[src/rtl/layer_serializer.sv]
// layer_serializer
//   Captures a full vector of NN neuron outputs when every per-neuron valid
//   strobe is high in the same cycle, then streams the elements one per
//   cycle in ascending index order toward the next layer.
//
// Parameters
//   NN        : number of neuron outputs per vector
//   dataWidth : width of each neuron output
//
// Ports
//   clk       : clock, rising edge
//   rst       : asynchronous reset, active-high
//   i_valid   : per-neuron valid strobes (capture only when all are 1)
//   i_data    : packed neuron outputs, neuron k at [k*dataWidth +: dataWidth]
//   o_valid   : o_data carries an element
//   o_data    : serialized element
//   o_index   : neuron index of o_data
//   o_last    : marks the element with index NN-1
//   busy      : high while serializing
//   o_overrun : sticky, set when a captured vector had to be dropped
module layer_serializer #(
    parameter int NN        = 10,
    parameter int dataWidth = 16,
    localparam int IDXW     = (NN > 1) ? $clog2(NN) : 1
) (
    input  logic                    clk,
    input  logic                    rst,
    input  logic [NN-1:0]           i_valid,
    input  logic [NN*dataWidth-1:0] i_data,
    output logic                    o_valid,
    output logic [dataWidth-1:0]    o_data,
    output logic [IDXW-1:0]         o_index,
    output logic                    o_last,
    output logic                    busy,
    output logic                    o_overrun
);

    localparam logic [IDXW-1:0] LAST_IDX = IDXW'(NN - 1);

    typedef enum logic {
        IDLE,
        SHIFT
    } state_t;

    state_t               state;
    logic [IDXW-1:0]      counter;   // index of the element currently on o_data
    logic [dataWidth-1:0] buffer [NN];

    logic            capture;
    logic            at_last;
    logic            load;
    logic [IDXW-1:0] nxt_idx;

    assign capture = &i_valid;
    assign at_last = (counter == LAST_IDX);
    assign nxt_idx = counter + 1'b1;
    // A new vector is accepted when nothing is pending: either idle, or the
    // final element of the current vector is on the output this cycle.
    assign load    = capture && ((state == IDLE) || at_last);

    // Outputs are registered one step ahead of the counter: on the load edge
    // element 0 is taken straight from i_data so it appears the very next
    // cycle, and each later edge presents buffer[counter+1].
    always_ff @(posedge clk or posedge rst) begin
        if (rst) begin
            state     <= IDLE;
            counter   <= '0;
            for (int unsigned k = 0; k < NN; k++) begin
                buffer[k] <= '0;
            end
            o_valid   <= 1'b0;
            o_data    <= '0;
            o_index   <= '0;
            o_last    <= 1'b0;
            busy      <= 1'b0;
            o_overrun <= 1'b0;
        end else if (load) begin
            for (int unsigned k = 0; k < NN; k++) begin
                buffer[k] <= i_data[k*dataWidth +: dataWidth];
            end
            state   <= SHIFT;
            counter <= '0;
            o_valid <= 1'b1;
            o_data  <= i_data[dataWidth-1:0];
            o_index <= '0;
            o_last  <= (LAST_IDX == '0);
            busy    <= 1'b1;
        end else if ((state == SHIFT) && !at_last) begin
            counter <= nxt_idx;
            o_valid <= 1'b1;
            o_data  <= buffer[nxt_idx];
            o_index <= nxt_idx;
            o_last  <= (nxt_idx == LAST_IDX);
            busy    <= 1'b1;
            if (capture) begin
                o_overrun <= 1'b1;
            end
        end else begin
            state   <= IDLE;
            counter <= '0;
            o_valid <= 1'b0;
            o_data  <= '0;
            o_index <= '0;
            o_last  <= 1'b0;
            busy    <= 1'b0;
        end
    end

endmodule

[config.mk]
export PLATFORM = sky130hd
export DESIGN_NAME = layer_serializer
export DESIGN_NICKNAME = d
export VERILOG_FILES = /design/src/rtl/layer_serializer.sv
export SDC_FILE = /design/constraint.sdc
export NUM_CORES = 1
export LEC_CHECK = 0
export BUFFER_PORTS_ARGS = -buffer_cell sky130_fd_sc_hd__buf_2
export CAP_MARGIN = 0
export CORE_ASPECT_RATIO = 1.4
export CORE_MARGIN = 5
export CORE_UTILIZATION = 58
export DETAILED_ROUTE_END_ITERATION = 7
export GPL_TIMING_DRIVEN = 0
export PLACE_DENSITY = 0.86
export SYNTH_ARGS = -nofsm -noshare
export SYNTH_HDL_FRONTEND = slang
export SYNTH_SLANG_ARGS = --single-unit
[constraint.sdc]
create_clock -name clk -period 10.9 [get_ports clk]
set_input_delay 0 -clock clk [delete_from_list [all_inputs] [get_ports clk]]
set_output_delay 0 -clock clk [all_outputs]
set_load 0.05 [all_outputs]
* Word level (Yosys, flattened, before mapping)
Index checks and enable logic that the tools add are counted.
** Storage, ports and cells
- Input bits :: 172
- Logic and storage cells :: 43
- Output and inout bits :: 24
- Bits in registers :: 184
** Operators by class
- Mux-type cells :: 13
- Reduce and logical (&&, ||, !) cells :: 6
- Equality and inequality tests :: 3
- Add/subtract/negate cells :: 1
- Order comparisons :: 1
- Bitwise operators :: 3
** Operators by type and width (number)
- binary-select mux 16 bit (select 4 bit) :: 1
- two-way mux 16 bit :: 4
- AND reduction 12 bit :: 1
- AND reduction 10 bit :: 1
- equality test 4 bit, second input constant :: 2
- two-way mux 4 bit :: 2
- two-way mux 1 bit :: 6
- >= comparator 5 bit, second input constant :: 1
- NOT 4 -> 5 bit :: 1
- adder 4 x 1 -> 4 bit, second input constant :: 1
- logical AND 1 bit :: 2
- inequality test 2 bit, second input constant :: 1
- NOT 1 bit :: 2
- logical NOT 1 bit :: 1
- logical OR 1 bit :: 1

* Logic depth before layout (Yosys ltp)
- Depth in word-level cells :: 7
- Depth in mapped cells :: 10
- Depth with buffers taken out :: 6

* Worst setup path after synthesis
Ideal clock, no wire load.
- Kind :: flip-flop to flip-flop
- From :: register counter[0]
- To :: register o_data[0]
- Buffers on the path :: 4
- Period minus slack after synthesis :: 3.169 ns
- Setup time :: 0.138 ns
- Arrival :: 3.031 ns
- Required time :: 10.762 ns
- Stages on the path, launching flop included :: 10
- Path slack :: 7.731 ns
- Cells stage by stage :: dfrtp_1 > buf_2 > inv_2 > buf_1 > ha_1 > buf_2 > clkbuf_1 > mux4_2 > mux2i_1 > o211ai_1
** Between the ends
- Longest elaborated chain between the ends :: 7
- Elaborated cells on any way between the ends :: 12
- Those cells by class :: 1 x add/sub; 1 x eq/ne; 5 x mux; 1 x bitwise; 4 x reduce/logical
** Ends and longest elaborated chain
- from (decl) :: RTL line 46 : logic [IDXW-1:0] counter;
- from (signal assigned) :: RTL line 89 : counter <= nxt_idx;
- adder 4 x 1 -> 4 bit :: RTL line 56 : assign nxt_idx = counter + 1'b1;
- NOT 4 -> 5 bit (not written as such) :: RTL line 91 : o_data <= buffer[nxt_idx];
- binary-select mux 16 bit (select 4 bit) :: RTL line 91
- two-way mux 16 bit (not written as such) (2 in a row) :: RTL line 91
- two-way mux 16 bit :: RTL line 88 : end else if ((state == SHIFT) && !at_last) begin
- two-way mux 16 bit * :: RTL line 77 : end else if (load) begin
- to (signal assigned) :: RTL line 84 : o_data <= i_data[dataWidth-1:0];
- to (signal assigned) :: RTL line 91
- to (decl) :: RTL line 31 : output logic [dataWidth-1:0] o_data,
Mark *: on every way between the ends. The rest lies on a longest branch, timed or not. The select of a mux whose other input is x is not followed.
A chain may end at the register's enable or synchronous reset.

* Final worst setup path
- From :: register counter[0]
- To :: register o_data[12]
The elaborated chain is that of the path after synthesis.

==> metrics.txt <==
run status completed; Max VDD drop 99.0 uV; setup bufs post-CTS 0; Synth Area in Adders 0.460%; Cell Pwr Density 126 nW/um^2; die height 150 um; Inst Count DP 937; Vias 6351; post-synth cell types 30; Horiz. Die Dim 110 um; DP Wirelength 15.7 mm; clock latency on the worst-skew pair 0.43 ns; number of global-route vias before repair 7314; vias per inst 5.60; final total power 1460 uW; fillers 677; skew final 0.0111 ns; Crit Path Max Fanout 10; Syn Nets 731; Worst Reg-to-Reg Cells 9; most frequent cells in the layout 206 x buf_2, 184 x dfrtp_1, 161 x dlygate4sd3_1, 108 x mux2_1, 36 x mux2_2; area share of and/or/nand/nor cells after synthesis 2.82%; worst hold endpoint busy; residual DRC count 0; core area 13800 um^2; Syn Area/Cell 14.7 um^2; CTS Sinks 184; mapped cell area 8170 um^2; crit share post-route 35.8%; min-delay src i_valid[6]; xor/xnor share of the synthesized area 0.306%; num ports 196; fin nets 1107; FFs w/ async S/R, synth 100%; Rel. slew slack 30.2%; most common cell after layout, fill and taps aside buf_2; drt pass-1 iters 4; Area growth, synth to finish 42.1%; CP Capture Type flop; Reg clk slew, reported paths 0.07 ns; worst hold path depth 4; wire per inst 22.8 um; antenna viol nets, final 0; CP startpoint kind flop; setup tns final 0 ns; main combinational cell family by area after synthesis multiplexers; Hold Vio Cnt, Final 0; min-delay worst type input port to flop; clock tree buffer depth 2; GRT Overall Usage 32.6%; Routability Congestion 0.839; static leakage 0.00598 uW; ys flop type dfrtp_1; worst reg2reg path startpoint counter[0]; initial antenna violation count 3; global route overflow 0; compound-cell area share of the yosys netlist 4.04%; largest net degree at the start of global routing 126; CTS buffer count 17; worst slew pin tran 1.03 ns; Iter 0 DRT Violations 311; Seq/Total Area, Yosys 56.4%; Synth Warn # 0; Buffers on Ports 195; CTS root buffer clkbuf_16; TritonCTS clock tree done; worst setup path class flop to flop; final wirelength 25.9 mm; r2r setup slk 7.00 ns; reg2reg end o_data[12]; EDFF count, synth 0; share of post-route cells with drive strength above 1 34.4%; max-cap viol count 0; min cycle time layout 3.90 ns; first-pass GRT wire length 39.4 mm; die area 16600 um^2; proportion of synthesized area in mux cells 32.7%; H-tree depth 4; WP data arrival 4.18 ns; Initial Util 59.0%; Req. time, crit path 11.19 ns; final setup fails 0; max-slew violation count 0; Synth Register Bits 184; Post-Layout Cell Count 1134; number of cell rows 51; unrepaired setup endpoints after global routing no; Gate Count Post-Synth 556; Max Fclk 0.257 GHz
==> area by class of cell <==
type | count | area (um^2) | share of cell area, %
Inverter | 20 | 82.6 | 0.712
Buffer | 34 | 194 | 1.67
Antenna cell | 4 | 10.0 | 0.0863
Clock inverter | 12 | 116 | 1.00
Clock buffer | 20 | 457 | 3.94
Multi-Input combinational cell | 318 | 3290 | 28.4
Sequential cell | 184 | 4600 | 39.7
Timing Repair Buffer | 357 | 2620 | 22.5
Tap cell | 185 | 231 | 1.99
==> critical path, stage by stage (launching register included) <==
cell and delay, ns:
dfrtp_1 0.47, buf_2 0.27, inv_2 0.23, buf_1 0.63
ha_1 0.39, buf_2 0.36, clkbuf_1 0.63, mux4_2 0.46
mux2i_1 0.20, o211ai_1 0.11
==> sequential cells by signal, indices dropped and copies added (netlist names) <==
register	count
counter	4
o_last	1
state	1
buffer	160
o_data	16
busy	1
o_overrun	1
==> logic make-up after synthesis <==
family                   Yosys count
multiplexers                     210
flip-flops                       184
buffers and inverters             54
AO/OA/AOI/OAI                     52
AND/OR/NAND/NOR                   51
adder cells (fa/ha/maj)            3
XOR/XNOR                           2
==> through the flow <==
step	hold slack, ns	utilization (%)	setup slack, ns	instance area [um^2]
5_1_grt	0.0651	83.8	6.85	11600
4_1_cts	0.0400	83.7	7.00	11600
3_3_place_gp	0.217	67.7	4.38	9370
3_5_place_dp	0.0524	67.9	7.05	9410
2_1_floorplan	0.135	-	5.90	8170
6_report	0.0490	83.8	7.00	11600
==> synthesized netlist by cell type, types with 2 or more instances <==
cell / number / area, um^2
dfrtp_1: 184 / 4600
mux2_1: 108 / 1220
mux2_2: 36 / 405
mux2i_1: 35 / 350
o21ai_0: 32 / 160
mux4_2: 31 / 698
nand2_1: 22 / 82.6
nor2_1: 20 / 75.1
inv_1: 19 / 71.3
o211ai_1: 16 / 120
buf_4: 14 / 105
buf_2: 11 / 55.1
clkbuf_1: 8 / 30.0
ha_1: 3 / 37.5
nand4_1: 2 / 12.5
==> report_power, final <==
group / internal, uW / switching [uW] / total [uW]
logic: 82.3 / 58.1 / 140
registers: 697 / 9.51 / 707
clock network: 331 / 278 / 609
total: 1110 / 346 / 1460
==> metal layers <==
metal / vias up / GRT usage (%) / routed length (um)
met5: - / 0 / 0
met4: 0 / 19.5 / 1390
met3: 90 / 6.95 / 1510
met2: 300 / 56.6 / 14100
met1: 3194 / 36.3 / 8870
li1: 2767 / - / -
==> worst max path at each step <==
| stage | startpoint | depth (start not counted) | end | slack (ns) |
|---|---|---|---|---|
| 6_report | counter[0] | 9 | o_data[12] | 7.00 |
| 5_1_grt | counter[0] | 9 | o_data[12] | 6.85 |
| 4_1_cts | counter[0] | 9 | o_data[0] | 7.00 |
| 3_5_place_dp | counter[0] | 9 | o_data[0] | 7.05 |
| 3_3_place_gp | rst | 2 | buffer[33] | 4.38 |
| 2_1_floorplan | rst | 1 | buffer[0] | 5.90 |
==> timing repair <==
| item | CTS | global route |
|---|---|---|
| hold buffers | 161 | 0 |
| resized for setup | 0 | 0 |
| endpoints found under the hold margin | 235 | 0 |
Power figures use the tool's default switching activity.
